<file path="config.mk">
export PLATFORM = sky130hd
export DESIGN_NAME = hero_mov_ctrl
export DESIGN_NICKNAME = d
export VERILOG_FILES = /design/src/rtl/hero_mov_ctrl.sv
export SDC_FILE = /design/constraint.sdc
export NUM_CORES = 1
export LEC_CHECK = 0
export BUFFER_PORTS_ARGS = -buffer_cell sky130_fd_sc_hd__buf_2
export CAP_MARGIN = 10
export CORE_ASPECT_RATIO = 1.25
export CORE_MARGIN = 1.5
export CORE_UTILIZATION = 43
export DETAILED_ROUTE_END_ITERATION = 16
export SLEW_MARGIN = 20
export SYNTH_ARGS = -nofsm -noshare
export SYNTH_HDL_FRONTEND = slang
export SYNTH_SLANG_ARGS = --single-unit
</file>
<file path="constraint.sdc">
create_clock -name clk -period 2.45 [get_ports clk]
set_clock_uncertainty 0.15 [all_clocks]
set_input_delay 0.3675 -clock clk [delete_from_list [all_inputs] [get_ports clk]]
set_output_delay 0.3675 -clock clk [all_outputs]
set_load 0.005 [all_outputs]
</file>
<file path="src/rtl/hero_mov_ctrl.sv">
// Hero movement controller: maps keypad presses to fly/jump/crouch actions with hold, cooldown and a one-deep press buffer.
// Optional HOLD_EXTEND_EN: a held fly key keeps reloading the hold counter so fly is sustained while held.
module hero_mov_ctrl #(
    parameter int KEY_W      = 5,
    parameter int STATE_W    = 4,
    parameter int GAME_STATE = 3,
    parameter int KEY_FLY    = 2,
    parameter int KEY_JUMP   = 6,
    parameter int KEY_DUCK   = 8,
    parameter int CNT_W      = 8,
    parameter int HOLD_TICKS = 16,
    parameter int COOL_TICKS = 4
) (
    input  logic               clk,
    input  logic               rst_n,
    input  logic               keypad_pressed,
    input  logic [KEY_W-1:0]   key,
    input  logic [STATE_W-1:0] presente,
    input  logic               tick,
    output logic [1:0]         mov,
    output logic               busy,
    output logic               pending,
    output logic               act_start
);

    localparam logic [CNT_W-1:0] HOLD_CNT = CNT_W'(HOLD_TICKS);
    localparam logic [CNT_W-1:0] COOL_CNT = CNT_W'(COOL_TICKS);
    localparam logic [CNT_W-1:0] CNT_ONE  = CNT_W'(1);

    typedef enum logic [1:0] {
        IDLE     = 2'd0,
        ACTIVE   = 2'd1,
        COOLDOWN = 2'd2
    } state_t;

    state_t           state_reg, state_next;
    logic [CNT_W-1:0] cnt_reg, cnt_next;
    logic [1:0]       mov_reg, mov_next;
    logic [1:0]       pend_code_reg, pend_code_next;
    logic             pend_reg, pend_next;
    logic             start_reg, start_next;
    logic             kp_prev_reg;

    logic [1:0] key_code;
    logic       press_evt;
    logic       gated;
    logic       cnt_last;
    logic       extend;
    logic [1:0] buf_code;

    always_comb begin
        key_code = 2'd0;
        if (key == KEY_W'(KEY_FLY))
            key_code = 2'd1;
        else if (key == KEY_W'(KEY_JUMP))
            key_code = 2'd2;
        else if (key == KEY_W'(KEY_DUCK))
            key_code = 2'd3;
    end

    assign press_evt = keypad_pressed & ~kp_prev_reg & (key_code != 2'd0);
    assign gated     = (presente != STATE_W'(GAME_STATE));
    assign cnt_last  = (cnt_reg == CNT_ONE);
    // A press on the expiry edge is newer than anything already buffered.
    assign buf_code  = press_evt ? key_code : pend_code_reg;

`ifdef HOLD_EXTEND_EN
    assign extend = (mov_reg == 2'd1) & keypad_pressed & (key == KEY_W'(KEY_FLY));
`else
    assign extend = 1'b0;
`endif

    always_comb begin
        state_next     = state_reg;
        cnt_next       = cnt_reg;
        mov_next       = mov_reg;
        pend_next      = pend_reg;
        pend_code_next = pend_code_reg;
        start_next     = 1'b0;

        if (gated) begin
            state_next = IDLE;
            cnt_next   = '0;
            mov_next   = 2'd0;
            pend_next  = 1'b0;
        end else begin
            case (state_reg)
                IDLE: begin
                    if (press_evt) begin
                        state_next = ACTIVE;
                        cnt_next   = HOLD_CNT;
                        mov_next   = key_code;
                        start_next = 1'b1;
                    end
                end
                ACTIVE: begin
                    if (press_evt) begin
                        pend_next      = 1'b1;
                        pend_code_next = key_code;
                    end
                    if (tick) begin
                        if (extend) begin
                            cnt_next = HOLD_CNT;
                        end else if (cnt_last) begin
                            mov_next = 2'd0;
                            if (COOL_TICKS > 0) begin
                                state_next = COOLDOWN;
                                cnt_next   = COOL_CNT;
                            end else if (press_evt || pend_reg) begin
                                cnt_next   = HOLD_CNT;
                                mov_next   = buf_code;
                                start_next = 1'b1;
                                pend_next  = 1'b0;
                            end else begin
                                state_next = IDLE;
                                cnt_next   = '0;
                            end
                        end else if (cnt_reg != '0) begin
                            cnt_next = cnt_reg - CNT_ONE;
                        end
                    end
                end
                COOLDOWN: begin
                    if (press_evt) begin
                        pend_next      = 1'b1;
                        pend_code_next = key_code;
                    end
                    if (tick) begin
                        if (cnt_last) begin
                            if (press_evt || pend_reg) begin
                                state_next = ACTIVE;
                                cnt_next   = HOLD_CNT;
                                mov_next   = buf_code;
                                start_next = 1'b1;
                                pend_next  = 1'b0;
                            end else begin
                                state_next = IDLE;
                                cnt_next   = '0;
                            end
                        end else if (cnt_reg != '0) begin
                            cnt_next = cnt_reg - CNT_ONE;
                        end
                    end
                end
                default: begin
                    state_next = IDLE;
                    cnt_next   = '0;
                    mov_next   = 2'd0;
                    pend_next  = 1'b0;
                end
            endcase
        end
    end

    always_ff @(posedge clk or negedge rst_n) begin
        if (!rst_n) begin
            state_reg     <= IDLE;
            cnt_reg       <= '0;
            mov_reg       <= 2'd0;
            pend_reg      <= 1'b0;
            pend_code_reg <= 2'd0;
            start_reg     <= 1'b0;
            kp_prev_reg   <= 1'b0;
        end else begin
            state_reg     <= state_next;
            cnt_reg       <= cnt_next;
            mov_reg       <= mov_next;
            pend_reg      <= pend_next;
            pend_code_reg <= pend_code_next;
            start_reg     <= start_next;
            kp_prev_reg   <= keypad_pressed;
        end
    end

    assign mov       = mov_reg;
    assign busy      = (state_reg != IDLE);
    assign pending   = pend_reg;
    assign act_start = start_reg;

endmodule

</file>
==> summary.md <==
| Metric | Value |
|---|---|
| Outcome | finished, final reports clean |
| Sw Ratio | 24.9% |
| Via Count | 1084 |
| Area delta synth->final | 15.5% |
| I/O Buffers | 17 |
| Dpl ws | 0.267 ns |
| Clock slew at reported path FFs | 0.10 ns |
| VDD IR max | 0.274 mV |
| Diode count | 0 |
| Reg2reg setup slack | 0.25 ns |
| Die area | 3240 um2 |
| Worst EP arrival | 2.26 ns |
| TritonRoute pass-1 iters | 4 |
| CTS sink cnt | 17 |
| Worst R2R End | cnt_reg[3]$_DFFE_PN0P_ |
| CORE AREA | 2710 um2 |
| Reg2Reg Depth | 7 |
| Initial antenna violation count | 0 |
| Clock Latency Late Sink | 0.29 ns |
| PD cells | 338 nW/um2 |
| Root buf cell | clkbuf_4 |
| Largest net degree at the start of global routing | 18 |
| Most frequent cells in the layout | dfrtp_1, buf_2, nor2_1 |
| Async SR Flop Fraction | 100% |
| Routed vias/inst | 5.59 |
| Post-Syn Area | 1250 um2 |
| First-pass GRT wire length | 5150 um |
| # rows | 21 |
| CTS Buf Count | 3 |
| H-tree depth | 1 |
| Dpl hpwl | 2210 um |
| Die width | 51.2 um |
| Post-route ant nets | 0 |
| CP max-delay cell | dfrtp_1 |
| Critical Path Start | cnt_reg[0]$_DFFE_PN0P_ |
| Routed wire length | 2890 um |
| FF+latch count, synth | 17 |
| GRT Overall Usage | 20.8% |
| Fin worst setup slack | 0.251 ns |
| Largest stage delay on the critical path | 0.42 ns |
| Clk buf depth | 2 |
| WL per Instance | 14.9 um |
| Fill cells | 253 |
| Final Max Slew Viols | 0 |
| Net Count, Synth | 155 |
| Comb power frac | 10.6% |
| Seq/Total Area, Yosys | 34.1% |
| Area after DPL | 1410 um2 |
| Max frequency | 455 MHz |
| Final core occ | 53.3% |
| Final period util | 89.7% |
| Fin. Hold Viols | 0 |
| WP buf/inv | 1 |
| Min-delay worst type | in -> reg |
| Least-Margin Pin Slew | 0.432 ns |
| RSZ-0062 raised after global routing | no |
| Total negative slack | 0 ns |
| Clock Power Share | 31.2% |
| YS warnings | 0 |
| Setup violators final | 0 |
| NumNets Final | 182 |
| Number of global-route vias before repair | 1140 |
| Setup crit end kind | flip-flop |
| Unique cell type count in the Yosys netlist | 43 |
| Reg power frac | 58.2% |
| Top Family by Delay on Critical Path | compound AO/OA/AOI/OAI gates |
| Post-cts sizing count | 0 |
| Critical path endpoint | cnt_reg[3]$_DFFE_PN0P_ |
| Detailed Route Iter0 Violations | 21 |
| Crit Path Max Fanout | 6 |
| Placer congestion estimate | 0.834 |
| Initial Utilization | 46.1% |
| Worst slew margin | 71.1% |
| Cell-internal power | 366 uW |
| Maxcap violations | 0 |
| Max reg flops | 8 |
| CTS tree | done |
| Mapped Cells | 134 |
| CP cell instances | inv_1, ha_1, or2_1, a31o_2, a2111oi_4, nand2_2, o31ai_2 |
| Total gr overflow | 0 |
| Post-layout min period | 2.20 ns |
| Type of origin of the critical path | flip-flop |
| Die Span Y | 63.2 um |
| Critical Setup Path Class | reg -> reg |
| Switching pwr | 121 uW |
| Mapped Avg Cell Area | 9.31 um2 |
| Number of enable flip-flop cells after synthesis | 0 |
| Final Instance Area | 1440 um2 |
| Leak | 0.000628 uW |
| Reg2reg start | cnt_reg[0]$_DFFE_PN0P_ |
| WHS | 0.0415 ns |
| WP depth | 7 |
| Top FF cell, synth | dfrtp_1 |
| Top Ports | 18 |
| Fraction of layout cells with a size suffix above 1 | 23.1% |
| Worst Path Required | 2.51 ns |
| DRC viols | 0 |
routing by layer:
layer | part of all wire [%] | GRT usage (%) | vias up
met5 | 0 | 0 | -
met4 | 1.0 | 5.07 | 0
met1 | 43 | 23.8 | 502
li1 | - | - | 560
met3 | 2.7 | 3.32 | 4
met2 | 53 | 39.0 | 18
layout make-up:
type | instances | area [um2] | area share (%)
Timing Repair Buffer | 22 | 125 | 8.68
Multi-Input combinational cell | 108 | 788 | 54.7
Inverter | 9 | 33.8 | 2.34
Tap cell | 34 | 42.5 | 2.95
Clock buffer | 4 | 26.3 | 1.82
Sequential cell | 17 | 425 | 29.5
synthesized netlist by cell type, types with 2 or more instances:
master | n | area share, %
or2_1 | 2 | 1.0
o21ai_1 | 8 | 3.2
mux2i_1 | 2 | 1.6
nand2b_1 | 3 | 1.5
a21oi_1 | 9 | 3.6
ha_1 | 8 | 8.0
dfrtp_1 | 17 | 34
inv_1 | 8 | 2.4
nor3_1 | 3 | 1.2
a211oi_1 | 4 | 2.4
nand3_1 | 4 | 1.6
a32oi_1 | 2 | 1.4
o21ai_0 | 5 | 2.0
nand2_1 | 6 | 1.8
and3_1 | 2 | 1.0
nor2_1 | 15 | 4.5
o31ai_1 | 3 | 1.8
o21bai_1 | 2 | 1.2
a31oi_1 | 5 | 2.5
nor4_1 | 2 | 1.0
a2bb2oi_2 | 2 | 2.4
kinds of logic (layout without fill, tap and decap cells):
group / after synthesis / in the layout / share of synthesized area, %
compound gates: 48 / 48 / 28.5
simple gates: 48 / 48 / 23.5
flops: 17 / 17 / 34.1
buf+inv: 9 / 35 / 2.71
fa+ha+maj: 8 / 8 / 8.02
mux: 3 / 3 / 2.51
xor+xnor: 1 / 1 / 0.702
how the worst min path moves through the flow:
stage / start / endpoint / slack, ns / depth (start not counted)
4_1_cts: keypad_pressed / kp_prev_reg$_DFF_PN0_ / 0.04 / 1
6_report: keypad_pressed / kp_prev_reg$_DFF_PN0_ / 0.04 / 1
3_5_place_dp: rst_n / cnt_reg[6]$_DFFE_PN0P_ / 0.17 / 1
3_3_place_gp: rst_n / cnt_reg[6]$_DFFE_PN0P_ / 0.17 / 1
2_1_floorplan: rst_n / act_start$_DFF_PN0_ / -0.08 / 0
5_1_grt: keypad_pressed / kp_prev_reg$_DFF_PN0_ / 0.03 / 1
stage by stage:
step	std cells	total power (uW)
6_report	194	487
5_1_grt	194	517
4_1_cts	194	499
3_5_place_dp	189	340
3_3_place_gp	189	339
2_1_floorplan	134	312
what timing repair did:
action | CTS | global route
endpoints found under the setup margin | 0 | 0
hold buffers | 1 | 0
buffers inserted | 0 | 0
hold endpoints to repair | 17 | 0
power by group through the flow:
| stage | clock (uW) | combinational, uW | sequential [uW] |
|---|---|---|---|
| floorplan | 0 | 22.8 | 289 |
| global placement | 0 | 49.7 | 289 |
| detailed placement | 0 | 50.8 | 289 |
| CTS | 164 | 52.2 | 284 |
| global route | 175 | 58.3 | 284 |
| finish | 152 | 51.4 | 283 |
(Power assumes the default switching activity.)
